### src/rtl/timer_scheduler_pkg.sv
`default_nettype none
// ============================================================================
// Module   : timer_pkg
// Brief    : Shared types, defaults and helpers for the timer scheduler.
// Revision : 1.0 - initial release
// ============================================================================
package timer_pkg;

   // Width of the shared SyncCounter instance.
   localparam int CW_DEFAULT = 20;

   // IDLE: nothing armed, counter held clear. RUN: at least one deadline pending.
   typedef enum logic [0:0] {
      IDLE = 1'b0,
      RUN  = 1'b1
   } state_t;

   // A zero delay would equal the current count and never fire, so clamp it to 1.
   function automatic logic [31:0] max1(input logic [31:0] d);
      return (d == 32'd0) ? 32'd1 : d;
   endfunction

endpackage
`default_nettype wire

### src/rtl/timer_scheduler_rr_arbiter.sv
`default_nettype none
// ============================================================================
// Module   : rr_arbiter
// Brief    : One-hot round-robin arbiter; the pointer moves past each winner.
// Revision : 1.0 - initial release
// ============================================================================
module rr_arbiter #(
   parameter int N = 4
) (
   input  logic         clk,
   input  logic         clr,
   input  logic [N-1:0] elig,
   input  logic         adv,
   output logic [N-1:0] grant
);

   localparam int PTRW = (N > 1) ? $clog2(N) : 1;

   logic [PTRW-1:0] r_ptr;
   logic [PTRW-1:0] w_next_ptr;
   logic [PTRW-1:0] w_idx;
   logic            w_found;
   int              w_sum;

   // Scan from the pointer upward (wrapping) and take the first eligible channel.
   always_comb begin
      grant      = '0;
      w_next_ptr = r_ptr;
      w_found    = 1'b0;
      w_sum      = 0;
      w_idx      = '0;
      for (int k = 0; k < N; k++) begin
         w_sum = int'(r_ptr) + k;
         if (w_sum >= N) w_sum = w_sum - N;
         w_idx = PTRW'(w_sum);
         if (!w_found && elig[w_idx]) begin
            w_found      = 1'b1;
            grant[w_idx] = 1'b1;
            w_next_ptr   = (w_sum == N - 1) ? '0 : PTRW'(w_sum + 1);
         end
      end
   end

   // Pointer advances only when a grant is actually taken.
   always_ff @(posedge clk) begin
      if (clr) r_ptr <= '0;
      else if (adv && w_found) r_ptr <= w_next_ptr;
   end

endmodule
`default_nettype wire

### src/rtl/timer_scheduler.sv
`default_nettype none
// ============================================================================
// Module   : timer_scheduler
// Brief    : Shares one tick counter between NCH one-shot alarm channels:
//            prescaler, round-robin arm arbitration, deadline compare.
// Revision : 1.0 - initial release
// ============================================================================
module timer_scheduler
   import timer_pkg::*;
#(
   parameter int NCH = 4,
   parameter int CW  = CW_DEFAULT,
   parameter int PW  = 8
) (
   input  logic              clk,
   input  logic              clr,
   input  logic              tick_en,
   input  logic [PW-1:0]     prescale,
   input  logic [NCH-1:0]    req,
   input  logic [NCH*CW-1:0] req_delay,
   input  logic [NCH-1:0]    cancel,
   output logic [NCH-1:0]    ack,
   output logic [NCH-1:0]    armed,
   output logic [NCH-1:0]    wakeup,
   output logic              cnt_en,
   output logic              cnt_clr,
   input  logic [CW-1:0]     cnt_val
);

   state_t          r_state;
   state_t          w_state_next;
   logic [PW-1:0]   r_presc;
   logic            w_terminal;
   logic [NCH-1:0]  w_elig;
   logic [NCH-1:0]  w_grant;
   logic [NCH-1:0]  w_hit;
   logic [NCH-1:0]  w_armed_next;
   logic [CW-1:0]   w_base;

   // Armed channels ignore further requests until they disarm.
   assign w_elig = req & ~armed;

   rr_arbiter #(.N(NCH)) u_arb (
      .clk   (clk),
      .clr   (clr),
      .elig  (w_elig),
      .adv   (|w_elig),
      .grant (w_grant)
   );

   // In IDLE the counter is being cleared at this edge, so deadlines start at 0.
   assign w_base = (r_state == IDLE) ? '0 : cnt_val;

   generate
      for (genvar i = 0; i < NCH; i++) begin : g_ch
         logic [CW-1:0] w_delay;
         logic [CW-1:0] r_dl;

         assign w_delay  = req_delay[i*CW +: CW];
         assign w_hit[i] = armed[i] && (cnt_val == r_dl);

         // Capture the absolute (wrapping) deadline when this channel is granted.
         always_ff @(posedge clk) begin
            if (clr) r_dl <= '0;
            else if (w_grant[i]) r_dl <= w_base + CW'(max1(32'(w_delay)));
         end
      end
   endgenerate

   // Fire and cancel both disarm; a fresh grant only ever lands on an unarmed channel.
   assign w_armed_next = (armed & ~cancel & ~w_hit) | w_grant;

   // Terminal compare uses >= so a prescale reduced mid-count still wraps.
   assign w_terminal = (r_presc >= prescale);

   // State register.
   always_ff @(posedge clk) begin
      if (clr) r_state <= IDLE;
      else     r_state <= w_state_next;
   end

   // Next-state and counter control.
   always_comb begin
      w_state_next = r_state;
      cnt_clr      = 1'b1;
      cnt_en       = 1'b0;
      case (r_state)
         IDLE: begin
            cnt_clr = 1'b1;
            if (|w_grant) w_state_next = RUN;
         end
         RUN: begin
            cnt_clr = 1'b0;
            cnt_en  = tick_en && w_terminal;
            if ((w_armed_next == '0) && (w_grant == '0)) w_state_next = IDLE;
         end
         default: w_state_next = IDLE;
      endcase
   end

   // Prescaler: held at 0 in IDLE, frozen while tick_en is low.
   always_ff @(posedge clk) begin
      if (clr || (r_state == IDLE)) r_presc <= '0;
      else if (tick_en)             r_presc <= w_terminal ? '0 : r_presc + 1'b1;
   end

   // Registered per-channel outputs; cancel suppresses a coincident fire.
   always_ff @(posedge clk) begin
      if (clr) begin
         ack    <= '0;
         armed  <= '0;
         wakeup <= '0;
      end else begin
         ack    <= w_grant;
         armed  <= w_armed_next;
         wakeup <= w_hit & ~cancel;
      end
   end

endmodule
`default_nettype wire

### config.mk
export PLATFORM = sky130hd
export DESIGN_NAME = timer_scheduler
export DESIGN_NICKNAME = d
export VERILOG_FILES = /design/src/rtl/timer_scheduler_pkg.sv /design/src/rtl/timer_scheduler_rr_arbiter.sv /design/src/rtl/timer_scheduler.sv
export SDC_FILE = /design/constraint.sdc
export NUM_CORES = 1
export LEC_CHECK = 0
export CAP_MARGIN = 20
export CORE_ASPECT_RATIO = 0.6
export CORE_UTILIZATION = 57
export CTS_CLUSTER_DIAMETER = 120
export DETAILED_ROUTE_END_ITERATION = 8
export PLACE_DENSITY_LB_ADDON = 0.12
export SETUP_SLACK_MARGIN = 0.5
export SLEW_MARGIN = 15
export SYNTH_ARGS = -nofsm -noshare
export SYNTH_HDL_FRONTEND = slang
export SYNTH_SLANG_ARGS = --single-unit
### constraint.sdc
create_clock -name clk -period 3.7 [get_ports clk]
set_clock_uncertainty 0.2 [all_clocks]
set_input_delay 0.37 -clock clk [delete_from_list [all_inputs] [get_ports clk]]
set_output_delay 0.37 -clock clk [all_outputs]
set_load 0.005 [all_outputs]
# Word-level counts from Yosys, hierarchy flattened
# Index checks and enable logic that the tools add are counted.
# totals
reg_bits	103
latch_bits	0
ram_bits	0
romBits	0
in_bits	119
out_inout_bits	14
elab_cells	134
memories	0
# op_classes
add_sub_neg	16
mul	0
div	0
magnitude_cmp	13
eq_ne	8
shifts	0
muxes	47
bitwise	12
reduce_logical	28
# op_table
operator	count
$eq A32 B3 Y1 const B	4
$mux W32	4
$mux W20	5
$ge A32 B4 Y1 const B	3
$sub A32 B4 Y32 const B	3
$add A20 B20 Y20	4
$eq A20 B20 Y1	4
$logic_not A20 Y1	4
$and A4 B4 Y4	4
$mux W2	8
$mux W4	4
$or A4 B4 Y4	4
$mux W1	15
$logic_and A1 B1 Y1	14
$lt A2 B3 Y1 const B	4
$not A4 Y4	3
$add A2 B2 Y2 const B	4
$add A8 B1 Y8 const B	1
$bmux W1 S2	4
$demux W1 S2	4
$ge A2 B1 Y1 const B	4
$ge A8 B8 Y1	1
$logic_not A4 Y1	2
$mux W8	1
11 further kinds	16

# Longest topological paths before layout
# Gate-level depths: netlist of the first run.
# depth
ltp_word	19
depth_mapped	14
mapped_depth_nobuf	14

# By module
# A second synthesis of the first run with hierarchy kept.
# unflattened
hier_cells	1197
hier_area_um2	9511.6
# modules_own_cells
mod	n_inst	cells_per_inst	area_per_inst_um2	seq_area_each_um2
timer_scheduler	1	1138	8988.6	2021.9
rr_arbiter	1	59	523.0	40.0

# Worst setup path after synthesis of the first run
# Ideal clock, no wire load.
# synth_timing
path_type	input -> register
from	input port cnt_val[0]
to	register g_ch[3].r_dl[18]
setup_ns	0.132
arrival_ns	2.927
t_required_ns	3.368
path_slack_ns	0.441
stages	11
n_path_buf	1
cell_sequence	clkbuf_1 and2_1 ha_1 fa_1 a211oi_1 o21ai_0 a211oi_1 nor3_1 or4_1 nand3_1 a21oi_1
# synth_between
elab_chain_len	2
# synth_rtl
element	line_no	rtl
from (decl)	timer_scheduler.sv:27	input logic [CW-1:0] cnt_val
$mux W20	timer_scheduler.sv:52	assign w_base = (r_state == IDLE) ? '0 : cnt_val;
$add A20 B20 Y20	timer_scheduler.sv:65	else if (w_grant[i]) r_dl <= w_base + CW'(max1(32'(w_delay)));
to (signal assigned)	timer_scheduler.sv:65	
to (decl)	timer_scheduler.sv:57	logic [CW-1:0] r_dl;
# Every way passes these cells.
# A chain may end at the register's enable or synchronous reset.

# Final worst setup path of the first run
# layout_timing
from	input port cnt_val[0]
to	register g_ch[2].r_dl[16]
# layout_between
elab_chain_len	2
# layout_rtl
element	line_no
$mux W20	timer_scheduler.sv:52
$add A20 B20 Y20	timer_scheduler.sv:65
to (signal assigned)	timer_scheduler.sv:65
to (decl)	timer_scheduler.sv:57
# Every way passes these cells.

==> run metrics, run 1 <==
# diodes=0; post-detailed-route wirelength per cell=20.2 um; P&R area growth vs syn=31.6%; die area=17200 um^2; first-pass GRT wire length=48.4 mm; initial antenna violation count=0; Post-Layout Cell Count=1615; min Tclk post-route=3.13 ns; CTS sink cnt=103; Max Fanout on Critical Path=3; Synth Area in Simple Gates=20.3%; ANT nets after route=0; most frequent cells after synthesis=111 x nand2_1, 110 x clkbuf_1, 106 x xnor2_1; slowest CP cell=or4_1; max_cap viols=0; critical path required time=3.81 ns; # DRC=0; cell type with the largest total area after synthesis=dfxtp_1; Post-Layout Inst Area=12500 um^2; status=finished, final reports clean; sequential area share after synthesis=21.7%; Least-Margin Pin Slew=0.670 ns; Placed Area=11500 um^2; Rows=36; Syn Inst Count=1229; Internal Power=4.55 mW; H-tree depth=3; Synth async-reset ratio=0%; total global routing overflow=0; count leader, synth=nand2_1; Clock Pin Slew Worst Setup and Hold Paths=0.08 ns; Syn Area/Cell=7.72 um^2; starting density of the core=58.3%; VDD IR max=0.364 mV; CTS tree=yes; largest net degree at the start of global routing=55; Bufs on Longest Clock Path=2; dpl hpwl=24.3 mm; Num CTS Buffers=9; Clock power frac=12.2%; Rel. slew slack=55.3%; synthesized flop and latch total=103; Psw=3.96 mW; worst skew pair latency=0.36 ns; CORE AREA=16300 um^2; Worst Path Arrival=3.24 ns; RSZ-0062 raised after global routing=yes; complex-gate fraction of the synthesized area=22.0%; Synth top area share=21.7%; number of flops mapped to enable cells by yosys=0; Die Width=169 um; port bufs=132; worst path cell trace=clkdlybuf4s50_1 > and2_4 > buf_4 > ha_2 > inv_2 > fa_2 > nor2b_2 > o21a_1 > o21ai_2 > a211o_1 > nand2_2 > a31oi_1 > or4_1 > nand3_1; Fin Hold WS=0.268 ns; CTS Hold Bufs=0; Placed Instances=1583; Startpoint Class=primary input; top_reg_cell synth=dfxtp_1; 1st-pass router iterations=6; Worst path max stage delay=0.53 ns; synthesized area=9490 um^2; Worst setup EP type=register; Routed WL=32.6 mm; nets=1598; pins over their slew limit=0; largest family of logic cells by synthesized area=compound AO/OA/AOI/OAI gates; WS Path Type=primary input to register; Sw Ratio=46.6%; io pins=133; pwr dens=681 nW/um^2; register share of total power=22.8%; Setup WS post-layout=0.573 ns; Pleak=5.43 nW; DR iter-0 viols=1229; adder-cell share of the synthesized area=13.1%; combinational share of power=65.0%; Post-Synth XOR/XNOR Area=13.0%; FMAX=0.320 GHz; Hold Violations, Final=0; Vias/cell=6.10; total chip power=8.51 mW; Routability Congestion=0.973; vias in the first global route=8829; Vias=9853; Synth cell types=78; all-layer global routing usage=37.0%; final setup violation count=0; Die H=102 um; multiplexer share of the synthesized area=2.35%; setup slack at placement=-0.163 ns; WP buf/inv=3; crit share post-route=84.5%; syn_nets=1445; worst hold path type=register to register; Synth Warn #=0; clock root cell=clkbuf_16; Top delay family on crit path=simple AND/OR/NAND/NOR gates; fraction of layout cells with a size suffix above 1=20.5%; largest cells by area after synthesis=dfxtp_1 22%, ha_1 12%, xnor2_1 9.8%, a21oi_1 5.2%, nand2_1 4.4%
[repair_timing]
item                       4_1_cts  5_1_grt
buffers inserted                 3       12
setup endpoints to repair       49       67
resized for setup              153       77
gates cloned                     1        0
pin swaps                       46       56
[path summary, 6_finish.rpt]
check                                      from               end  slack (ns)  depth (start not counted)
worst min-delay path            g_ch[2].r_dl[0]   g_ch[2].r_dl[0]        0.27                          2
worst max register to register          r_state  g_ch[3].r_dl[19]        0.59                         11
worst min register to register  g_ch[2].r_dl[0]   g_ch[2].r_dl[0]        0.27                          2
worst max-delay path                 cnt_val[0]  g_ch[2].r_dl[16]        0.57                         14
[flip-flops by register name, summed over array words and instances (netlist names)]
| name | cells |
|---|---|
| g_ch.r_dl | 80 |
| r_presc | 8 |
| ack | 4 |
| armed | 4 |
| wakeup | 4 |
| u_arb.r_ptr | 2 |
| r_state | 1 |
[metrics by stage]
stage                     TNS, ns  utilization, %
final                           0            76.8
after global placement     -0.148            70.8
after detailed placement   -0.775            70.8
after global routing            0            76.8
after floorplan                 0               -
after CTS                       0            74.2
[cell type report]
type	count	area [um^2]
Clock buffer	9	225
Clock inverter	7	88.8
Fill cell	1216	3770
Inverter	40	150
Multi-Input combinational cell	956	7250
Sequential cell	103	2070
Tap cell	228	285
Timing Repair Buffer	272	2420
[routing by layer]
layer	wire, um	part of all wire, %	GRT usage [%]
met1	14900	46	53.9
met2	13200	40	53.2
met3	3670	11	8.99
met4	902	2.8	11.6
met5	8	0.025	0
[cells by family (layout without fill, tap and decap cells)]
family | after synthesis | count (layout)
and+or+nand+nor | 388 | 388
AOI/OAI and AO/OA | 308 | 309
buffers and inverters | 171 | 328
xor gates and xnor gates | 141 | 141
DFF | 103 | 103
adders and majority gates | 97 | 97
muxes | 21 | 21
[tightest hold or removal path: cells and delay by family, from the launching register on]
family / cells / cell delay, ns
AO/OA/AOI/OAI: 1 / 0.05
flip-flops: 1 / 0.32
AND/OR/NAND/NOR: 1 / 0.05
[power groups by stage]
stage,clock (mW),combinational (mW),sequential [mW]
after floorplan,0,3.52,1.83
after global placement,0,4.84,1.92
after detailed placement,0,4.92,1.93
after CTS,1.03,5.11,1.92
after global routing,1.08,5.93,1.97
final,1.04,5.53,1.94
[cell usage in the layout, fill, tap and decap left out, types with 8 or more instances in the layout]
| cell | n |
|---|---|
| buf_4 | 137 |
| nand2_1 | 110 |
| xnor2_1 | 105 |
| dfxtp_1 | 101 |
| a21oi_1 | 87 |
| ha_1 | 87 |
| nor2_1 | 79 |
| clkdlybuf4s50_1 | 67 |
| a21o_1 | 39 |
| inv_1 | 38 |
| xor2_1 | 35 |
| o21ai_0 | 31 |
| nand3_1 | 29 |
| nand4_1 | 28 |
| dlygate4sd2_1 | 26 |
| nor3_1 | 22 |
| mux2i_1 | 20 |
| dlymetal6s2s_1 | 20 |
| and2_1 | 15 |
| nor4_1 | 14 |
| a211oi_1 | 14 |
| a21oi_2 | 12 |
| a211oi_2 | 11 |
| o21bai_1 | 11 |
| o211ai_1 | 11 |
| a31oi_1 | 11 |
| o21ai_1 | 10 |
| nor4_2 | 9 |
| nor2b_1 | 9 |
| clkbuf_16 | 9 |
| a211o_1 | 8 |
No activity file was read; power rests on OpenSTA's default activity.
==> run 2, diff against run 1 <==
clock period = 3.2 ns   (was 3.7 ns; I/O delays follow)
==> run 2 against run 1 <==
  * The flow now stops in global routing (5_1_grt)
  * Synthesized cell count unchanged
  * Area after synthesis unchanged
==> run metrics, run 2 <==
Synth top area share=21.7% (unchanged); synthesized flop and latch total=103 (unchanged); Placed Instances=1725 (was 1583); Halt Stage=global routing (5_1_grt); clock root cell=clkbuf_16 (unchanged); syn_nets=1445 (unchanged); synthesized area=9490 um^2 (unchanged); kind of the worst endpoint=register data pin; CTS Hold Bufs=0 (unchanged); count leader, synth=nand2_1 (unchanged); CTS sink cnt=103 (unchanged); Routability Congestion=0.989 (was 0.973); Die Width=169 um (unchanged); Synth async-reset ratio=0% (unchanged); Syn Area/Cell=7.72 um^2 (unchanged); largest net degree at the start of global routing=55; Rows=36 (unchanged); Die H=102 um (unchanged); Synth cell types=78 (unchanged); dpl hpwl=26.1 mm (was 24.3 mm); Synth Warn #=0 (unchanged); Synth Area in Simple Gates=20.3% (unchanged); First Err=[ERROR DPL-0038] Utilization greater than 100%, impossible to legalize; starting density of the core=58.3% (unchanged); Num CTS Buffers=9 (unchanged); top_reg_cell synth=dfxtp_1 (unchanged); Bufs on Longest Clock Path=2 (unchanged); multiplexer share of the synthesized area=2.35% (unchanged); largest family of logic cells by synthesized area=compound AO/OA/AOI/OAI gates (unchanged); most frequent cells after synthesis=111 x nand2_1, 110 x clkbuf_1, 106 x xnor2_1 (unchanged); io pins=133 (unchanged); number of flops mapped to enable cells by yosys=0 (unchanged); complex-gate fraction of the synthesized area=22.0% (unchanged); Syn Inst Count=1229 (unchanged); largest cells by area after synthesis=dfxtp_1 22%, ha_1 12%, xnor2_1 9.8%, a21oi_1 5.2%, nand2_1 4.4% (unchanged); adder-cell share of the synthesized area=13.1% (unchanged); H-tree depth=3 (unchanged); Post-Synth XOR/XNOR Area=13.0% (unchanged); port bufs=132 (unchanged); status=aborted with a tool error (was finished, final reports clean); sequential area share after synthesis=21.7% (unchanged); cell type with the largest total area after synthesis=dfxtp_1 (unchanged); worst endpoint after global-route timing repair=g_ch[3].r_dl[18]$_SDFFE_PP0P_/D
-- run 2: cell counts after synthesis --
Identical to the previous run, type by type.
-- run 2: logic make-up after synthesis --
kind of cell    count (synthesis)
compound gates                308
xor+xnor                      141
fa+ha+maj                      97
buf+inv                       171
flops                         103
mux                            21
simple gates                  388
-- run 2: metrics by stage --
| step | worst slack, ns | TNS [ns] | instance area (um^2) |
|---|---|---|---|
| 4_1_cts | -0.0238 | -0.0238 | 14800 |
| 3_5_place_dp | -0.558 | -15.35 | 12800 |
| 2_1_floorplan | 0.199 | 0 | 9700 |
| 3_3_place_gp | -0.438 | -12.18 | 12800 |
-- run 2: what timing repair did --
action,in CTS
resized for setup,470
buffers inserted,59
endpoints found under the setup margin,76
endpoints found under the hold margin,0
pin swaps,188
==> run 3, diff against run 2 <==
CORE_ASPECT_RATIO = not set   (was 0.6)
CORE_UTILIZATION = 40   (was 57)
CTS_CLUSTER_DIAMETER = not set   (was 120)
PLACE_DENSITY_LB_ADDON = 0.15   (was 0.12)
SETUP_SLACK_MARGIN = not set   (was 0.5)
==> run 3 against run 2 <==
  * The run now ends clean
==> run metrics, run 3 (synthesized netlist as in run 1, its figures left out) <==
Sw Ratio=43.5%; Internal Power=5.73 mW; Vias/cell=5.35; Rows=55 (was 36); worst skew pair latency=0.35 ns; Vias=9967; CTS sink cnt=103 (unchanged); Most Crowded Layer GR=met2; Worst Path Arrival=3.27 ns; pwr dens=732 nW/um^2; Top delay family on crit path=compound AO/OA/AOI/OAI gates; DR iter-0 viols=647; Startpoint Class=register; total chip power=10.2 mW; all-layer global routing usage=27.0%; starting density of the core=41.4% (was 58.3%); vias in the first global route=9430; Routability Congestion=0.923 (was 0.989); io pins=133 (unchanged); critical path's most frequent cell=buf_4; Biggest register=g_ch.r_dl; Rel. slew slack=50.8%; RSZ-0062 raised after global routing=yes; status=finished, final reports clean (was aborted with a tool error); dpl hpwl=26.1 mm (about the same); max_cap viols=0; # DRC=0; CORE AREA=22900 um^2; post-detailed-route wirelength per cell=17.8 um; initial antenna violation count=0; M2 GR Usage=44.5%; pins over their slew limit=0; Hold Violations, Final=0; P&R area growth vs syn=46.3%; critical path required time=3.29 ns; clock root cell=clkbuf_16 (unchanged); crit share post-route=99.2%; Pleak=6.34 nW; WP buf/inv=4; Routed WL=33.2 mm; Num CTS Buffers=9 (unchanged); Clock power frac=9.8%; Top Registers=g_ch.r_dl x80, r_presc x8; 1st-pass router iterations=5; worst hold path type=primary input to register; H-tree depth=3 (unchanged); VDD IR max=0.341 mV; WS Path Type=register to register; worst path cell trace=buf_4 > buf_4 > and2_2 > buf_4 > ha_1 > o221ai_1 > o32ai_2 > a21oi_1 > a31oi_2 > buf_4 > xor2_1 > mux2i_1 > nor2_1; nets=1764; met1 GRT Util=36.1%; # diodes=0; grt met3 use=2.92%; ANT nets after route=0; CTS tree=yes; most frequent cells in the layout=297 x buf_4, 110 x nand2_1, 106 x xnor2_1; min Tclk post-route=3.18 ns; largest net degree at the start of global routing=39; TNS Setup=0 ns; Clock Pin Slew Worst Setup and Hold Paths=0.07 ns; register share of total power=21.7%; most common cell after layout, fill and taps aside=buf_4; Worst path max stage delay=0.35 ns; Die H=156 um (was 102 um); final setup violation count=0; die area=24300 um^2; total global routing overflow=0; Die Width=156 um (was 169 um); Largest register FFs=80; slowest CP cell=dfxtp_1; first-pass GRT wire length=50.3 mm; Bufs on Longest Clock Path=2 (unchanged); Psw=4.42 mW; Least-Margin Pin Slew=0.738 ns; port bufs=132 (unchanged); Max Fanout on Critical Path=12; Worst setup EP type=register; FMAX=0.315 GHz; fraction of layout cells with a size suffix above 1=29.2%; Core Util, Final=60.6%; combinational share of power=68.4%
-- run 3: worst paths after layout --
kind,from,to,slack [ns],depth (start not counted)
setup / recovery,r_state,g_ch[0].r_dl[15],0.02,13
hold / removal,clr,ack[2],0.19,2
setup reg to reg,r_state,g_ch[0].r_dl[15],0.02,13
hold reg to reg,g_ch[2].r_dl[0],g_ch[2].r_dl[0],0.27,2
-- run 3: power groups by stage --
stage | Clock [mW] | Combinational (mW) | Sequential (mW)
after floorplan | 0 | 4.07 | 2.11
after global placement | 0 | 6.36 | 2.22
after detailed placement | 0 | 6.44 | 2.22
after CTS | 1.00 | 6.61 | 2.20
after global routing | 1.06 | 7.56 | 2.26
final | 0.999 | 6.95 | 2.21
-- run 3: worst reg2reg max path: cells and delay by family, from the launching register on --
| kind | cells | cell delay, ns |
|---|---|---|
| multiplexers | 1 | 0.11 |
| adder cells (fa/ha/maj) | 1 | 0.23 |
| XOR/XNOR | 1 | 0.23 |
| buffers and inverters | 4 | 0.73 |
| AND/OR/NAND/NOR | 2 | 0.39 |
| AO/OA/AOI/OAI | 4 | 0.88 |
| flip-flops | 1 | 0.35 |
-- run 3: layout make-up --
| class | instances | area, um^2 |
|---|---|---|
| clock inverter | 1 | 7.51 |
| tap | 313 | 392 |
| timing repair buffer | 439 | 3710 |
| inverter | 40 | 150 |
| multi-input combinational | 955 | 7320 |
| fill | 2097 | 9030 |
| clock buffer | 13 | 240 |
| sequential | 103 | 2070 |
-- run 3: per-stage QoR --
stage	hold slack [ns]	instances	worst slack, ns	instance area (um^2)
after floorplan	0.199	1229	0.0802	9490
after global placement	0.252	1831	-0.795	12900
after detailed placement	0.258	1831	-0.852	12900
after CTS	0.181	1855	-0.106	13400
after global routing	0.200	1864	-0.0919	13900
final	0.190	1864	0.0244	13900
-- run 3: what timing repair did --
action / CTS / global route
setup endpoints to repair: 45 / 54
resized for setup: 141 / 124
hold endpoints to repair: 0 / 0
buffers inserted: 10 / 10
hold buffers: 0 / 0
pin swaps: 39 / 66
-- run 3: layer usage --
layer  vias to the layer above  wire length, um
met5                         -                0
met4                         0             1090
met3                        52             1590
met2                       264            15300
met1                      4687            15200
li1                       4964                -
